===== config.mk =====
export PLATFORM = sky130hd
export DESIGN_NAME = slow2fast_multi_edge_detect
export DESIGN_NICKNAME = d
export VERILOG_FILES = /design/src/rtl/slow2fast_multi_edge_detect.sv
export SDC_FILE = /design/constraint.sdc
export NUM_CORES = 1
export LEC_CHECK = 0
export CAP_MARGIN = 25
export CORE_MARGIN = 4
export CORE_UTILIZATION = 51
export CTS_BUF_LIST = sky130_fd_sc_hd__clkbuf_16
export DETAILED_ROUTE_END_ITERATION = 10
export GPL_ROUTABILITY_DRIVEN = 0
export PLACE_DENSITY = 0.82
export SLEW_MARGIN = 40
export SYNTH_ARGS = -nofsm -noshare
export SYNTH_HDL_FRONTEND = slang
export SYNTH_SLANG_ARGS = --single-unit
export TNS_END_PERCENT = 50

===== constraint.sdc =====
create_clock -name clk_fast -period 4.65 [get_ports clk_fast]
set_clock_uncertainty 0.15 [all_clocks]
set_input_delay 0.93 -clock clk_fast [delete_from_list [all_inputs] [get_ports clk_fast]]
set_output_delay 0.93 -clock clk_fast [all_outputs]
set_load 0.1 [all_outputs]

===== src/rtl/slow2fast_multi_edge_detect.sv =====
// Multi-channel slow-to-fast level synchroniser with per-channel edge events, saturating counters and sticky flags.
// Define GLITCH_FILTER_EN to insert a FILT_LEN-cycle stability filter between the synchroniser and data_to_fast.
module slow2fast_multi_edge_detect #(
    parameter int CH          = 4,
    parameter int SYNC_STAGES = 2,
    parameter int CNT_W       = 8,
    parameter int FILT_LEN    = 4
) (
    input  logic                clk_fast,
    input  logic                rst_n,
    input  logic [CH-1:0]       data_from_slow,
    input  logic [2*CH-1:0]     edge_mode,
    input  logic [CH-1:0]       cnt_clr,
    input  logic [CH-1:0]       sticky_clr,
    output logic [CH-1:0]       data_to_fast,
    output logic [CH-1:0]       edge_pulse,
    output logic [CH*CNT_W-1:0] edge_cnt,
    output logic [CH-1:0]       edge_sticky,
    output logic                irq
);

    localparam logic [CNT_W-1:0] CNT_MAX = {CNT_W{1'b1}};

    logic [CH-1:0][SYNC_STAGES-1:0] sync_reg;
    logic [CH-1:0]                  sync_out;
    logic [CH-1:0]                  level;
    logic [CH-1:0]                  prev_reg;
    logic [CH-1:0]                  event_hit;
    logic [CH-1:0]                  pulse_reg;
    logic [CH-1:0]                  sticky_reg;
    logic [CH-1:0]                  sticky_next;
    logic [CH-1:0][CNT_W-1:0]       cnt_reg;
    logic [CH-1:0][CNT_W-1:0]       cnt_next;

    genvar gi;

    generate
        for (gi = 0; gi < CH; gi++) begin : g_sync
            always_ff @(posedge clk_fast) begin
                if (!rst_n) begin
                    sync_reg[gi] <= '0;
                end else begin
                    sync_reg[gi] <= {sync_reg[gi][SYNC_STAGES-2:0], data_from_slow[gi]};
                end
            end
            assign sync_out[gi] = sync_reg[gi][SYNC_STAGES-1];
        end
    endgenerate

`ifdef GLITCH_FILTER_EN
    localparam int FILT_W = $clog2(FILT_LEN + 1);

    logic [CH-1:0][FILT_W-1:0] filt_cnt_reg;
    logic [CH-1:0][FILT_W-1:0] filt_cnt_next;
    logic [CH-1:0]             level_reg;
    logic [CH-1:0]             level_next;

    generate
        for (gi = 0; gi < CH; gi++) begin : g_filt
            // The level only follows the synchroniser after FILT_LEN consecutive differing cycles.
            always_comb begin
                filt_cnt_next[gi] = '0;
                level_next[gi]    = level_reg[gi];
                if (sync_out[gi] != level_reg[gi]) begin
                    if (filt_cnt_reg[gi] == FILT_W'(FILT_LEN - 1)) begin
                        level_next[gi] = sync_out[gi];
                    end else begin
                        filt_cnt_next[gi] = filt_cnt_reg[gi] + 1'b1;
                    end
                end
            end

            always_ff @(posedge clk_fast) begin
                if (!rst_n) begin
                    filt_cnt_reg[gi] <= '0;
                    level_reg[gi]    <= 1'b0;
                end else begin
                    filt_cnt_reg[gi] <= filt_cnt_next[gi];
                    level_reg[gi]    <= level_next[gi];
                end
            end
        end
    endgenerate

    assign level = level_reg;
`else
    assign level = sync_out;
`endif

    assign data_to_fast = level;

    generate
        for (gi = 0; gi < CH; gi++) begin : g_chan
            // edge_mode bit 0 enables rising events, bit 1 enables falling events.
            assign event_hit[gi] = (edge_mode[2*gi]   &  level[gi] & ~prev_reg[gi])
                                 | (edge_mode[2*gi+1] & ~level[gi] &  prev_reg[gi]);

            always_comb begin
                cnt_next[gi] = cnt_reg[gi];
                if (cnt_clr[gi]) begin
                    cnt_next[gi] = event_hit[gi] ? CNT_W'(1) : '0;
                end else if (event_hit[gi] && (cnt_reg[gi] != CNT_MAX)) begin
                    cnt_next[gi] = cnt_reg[gi] + 1'b1;
                end
            end

            always_comb begin
                sticky_next[gi] = sticky_reg[gi];
                if (event_hit[gi]) begin
                    sticky_next[gi] = 1'b1;
                end else if (sticky_clr[gi]) begin
                    sticky_next[gi] = 1'b0;
                end
            end

            always_ff @(posedge clk_fast) begin
                if (!rst_n) begin
                    prev_reg[gi]   <= 1'b0;
                    pulse_reg[gi]  <= 1'b0;
                    cnt_reg[gi]    <= '0;
                    sticky_reg[gi] <= 1'b0;
                end else begin
                    prev_reg[gi]   <= level[gi];
                    pulse_reg[gi]  <= event_hit[gi];
                    cnt_reg[gi]    <= cnt_next[gi];
                    sticky_reg[gi] <= sticky_next[gi];
                end
            end

            assign edge_cnt[gi*CNT_W +: CNT_W] = cnt_reg[gi];
        end
    endgenerate

    assign edge_pulse  = pulse_reg;
    assign edge_sticky = sticky_reg;
    assign irq         = |sticky_reg;

endmodule


==> flow_metrics.py <==
metrics = {
    "power_and_ir_drop": {
        "power_frac_comb_pct": 10.5,
        "p_sw_share_pct": 24.3,
        "peakVddDrop_uv": 179,
        "p_switching_mw": 0.217,
        "powerDensity_nw_per_um2": 305,
        "power_leakage_nw": 1.24,
        "pwr-share-seq_pct": 51.3,
        "p_clk_share_pct": 38.3,
        "p_int_mw": 0.676,
        "p_total_mw": 0.893,
    },
    "route": {
        "vias": 2166,
        "drt_iter0_markers": 130,
        "drcViolationCount": 0,
        "drt_pass1_iterations": 4,
        "wl_per_cell_um": 13.7,
        "antenna_left": 0,
        "wl_um": 5210,
        "vias_per_cell": 5.72,
    },
    "cells_and_area": {
        "syn2layout_area_growth_pct": 24.3,
        "diodes": 0,
        "largest_reg_flops": 32,
        "drive_above_1_share_pct": 16.5,
        "final_area_sq_um": 2930,
        "nets": 352,
        "final_core_util_pct": 66.4,
        "n_fill_cell": 374,
    },
    "timing": {
        "worst_pin_slew_ns": 0.568,
        "fin_crit_sh_pct": 54.7,
        "rsz0062_at_grt": "no",
        "finalSetupTns_ns": 0,
        "slew_violations": 0,
        "relSlewSlack_pct": 62.1,
        "hold_viol": 0,
        "clock.fmax_mhz": 393,
        "finalSetupViolations": 0,
        "final.min_clock_period_ns": 2.55,
    },
    "clocking": {
        "cts_tree": "yes",
        "clockBufferDepth": 2,
        "cts-root-buf": "clkbuf_16",
        "cts_buffers": 5,
        "cts_setup_buffers": 0,
        "cts_hold_buf": 0,
        "cts_sinks": 52,
        "clkLatencyLatePin_ns": 0.28,
        "htree_levels": 2,
        "clkSlewWorstSetupHoldPaths_ns": 0.07,
        "cts_resized": 0,
    },
    "worst_setup_path": {
        "critPathSlowestCell": "or4_1",
        "critical-path-max-stage-delay_ns": 0.55,
        "critPathArrivalTime_ns": 1.47,
        "worstPathRequired_ns": 3.57,
        "cp-end-kind": "primary output",
        "path_cells": "or4_1, buf_2",
        "critical_path_class": "flop to primary output",
        "start_kind": "flop",
        "crit_path_max_fanout": 3,
    },
    "synthesis": {
        "synth_cell_type_count": 47,
        "synth_top_cells_by_count": "52 x dfxtp_1, 21 x nand2_1, 15 x and2_1, 15 x nor2_1, 14 x nand3_1",
        "synth_edf_count": 0,
        "syn_nets": 289,
        "yosysTopAreaCellShare_pct": 44.2,
        "synth.largest_area_cell": "dfxtp_1",
        "ys_seq_area_share_pct": 44.2,
        "synth_top_cells_by_area": "dfxtp_1 44%, and2_1 4.0%, nand2_1 3.3%",
        "avgSynthCellArea_sq_um": 8.96,
        "synth.most_common_cell": "dfxtp_1",
        "netlist_area_sq_um": 2360,
        "yosys_warnings": 0,
        "ys_ff_latch": 52,
        "async_flop_share_pct": 0,
        "synth_ff_type": "dfxtp_1",
        "netlist_instances": 263,
    },
    "floorplanning": {
        "die_w_um": 76.0,
        "coreArea_sq_um": 4410,
        "start_util_pct": 53.4,
        "io_pins": 67,
        "die-area_sq_um": 5770,
        "die_y_um": 76.0,
        "rows": 24,
    },
    "global_route": {
        "grt_max_degree": 31,
        "grt_pass1_wl_um": 9110,
        "grt_overflow": 0,
        "antenna_found_initial": 0,
        "gr-usage-all-layers_pct": 18.5,
        "grt_pass1_vias": 1960,
    },
    "status": {
        "outcome": "complete, no violations",
    },
    "placement": {
        "port_buffers": 66,
        "placed_area_sq_um": 2800,
        "dp_hpwl_um": 3850,
    },
    "flow_run": {
        "drv_cap": 0,
    },
    "min_path": {
        "min_path_type": "flop to flop",
    },
}
[kinds of logic (layout without fill, tap and decap cells)]
logic type / Yosys count / after routing / share of synthesized area [%]
AOI/OAI and AO/OA: 62 / 62 / 17.8
DFF: 52 / 52 / 44.2
adders and majority gates: 4 / 4 / 2.12
muxes: 5 / 5 / 2.12
buffers and inverters: 15 / 79 / 3.34
and+or+nand+nor: 125 / 125 / 30.4
[through the flow]
step	instances	worst slack [ns]	hold WS, ns
floorplan	263	1.80	0.262
detailed placement	371	1.77	0.271
global placement	371	1.76	0.263
finish	379	2.10	0.280
CTS	379	2.04	0.284
global route	379	2.07	0.302
[cells in the final DEF, fill, tap and decap left out, drive strengths merged, types with 4 or more instances in the layout]
cell and instances:
and3b 4, or3 7, a21oi 12, nand2 21, o21bai 4, clkbuf 5
ha 4, buf 46, nand4 4, nor2b 8, a211oi 5, inv 7
nand3b 5, mux2i 5, nand2b 7, and3 5, dfxtp 52, clkdlybuf4s50 20
nor2 15, o21ai 12, and2 15, and4 4, nand3 14
[critical path: cells and delay by family, from the launching register on]
family | cells | cell delay (ns)
simple gates | 1 | 0.55
flops | 1 | 0.32
buf+inv | 1 | 0.32
[layout make-up]
| cell class | count | area [sq um] | share of cell area (%) |
|---|---|---|---|
| Clock buffer | 5 | 125 | 4.27 |
| Clock inverter | 3 | 11.3 | 0.384 |
| Inverter | 5 | 18.8 | 0.641 |
| Multi-Input combinational cell | 196 | 1240 | 42.2 |
| Sequential cell | 52 | 1040 | 35.5 |
| Tap cell | 52 | 65.1 | 2.22 |
| Timing Repair Buffer | 66 | 430 | 14.7 |
[per-layer routing]
layer,global-route usage [%],vias to the layer above,share of wire [%]
li1,-,1095,-
met1,24.7,996,45
met2,28.7,69,47
met3,5.08,6,7.4
met4,6.05,0,1.2
met5,0,-,0
[path summary, 6_finish.rpt]
path / from / end / slack [ns] / depth (start not counted)
setup / recovery: edge_sticky[3] / irq / 2.10 / 2
hold / removal: sync_reg[6] / data_to_fast[3] / 0.28 / 1
setup reg to reg: edge_cnt[16] / edge_cnt[19] / 2.88 / 4
hold reg to reg: sync_reg[6] / data_to_fast[3] / 0.28 / 1
[power groups by stage]
stage               registers [mW]  logic, mW  clock network, mW
CTS                          0.458     0.0945              0.352
global route                 0.458     0.0986              0.377
detailed placement           0.468     0.0942                  0
floorplan                    0.491     0.0421                  0
global placement             0.468     0.0989                  0
finish                       0.458     0.0935              0.342
(Power assumes the default switching activity.)
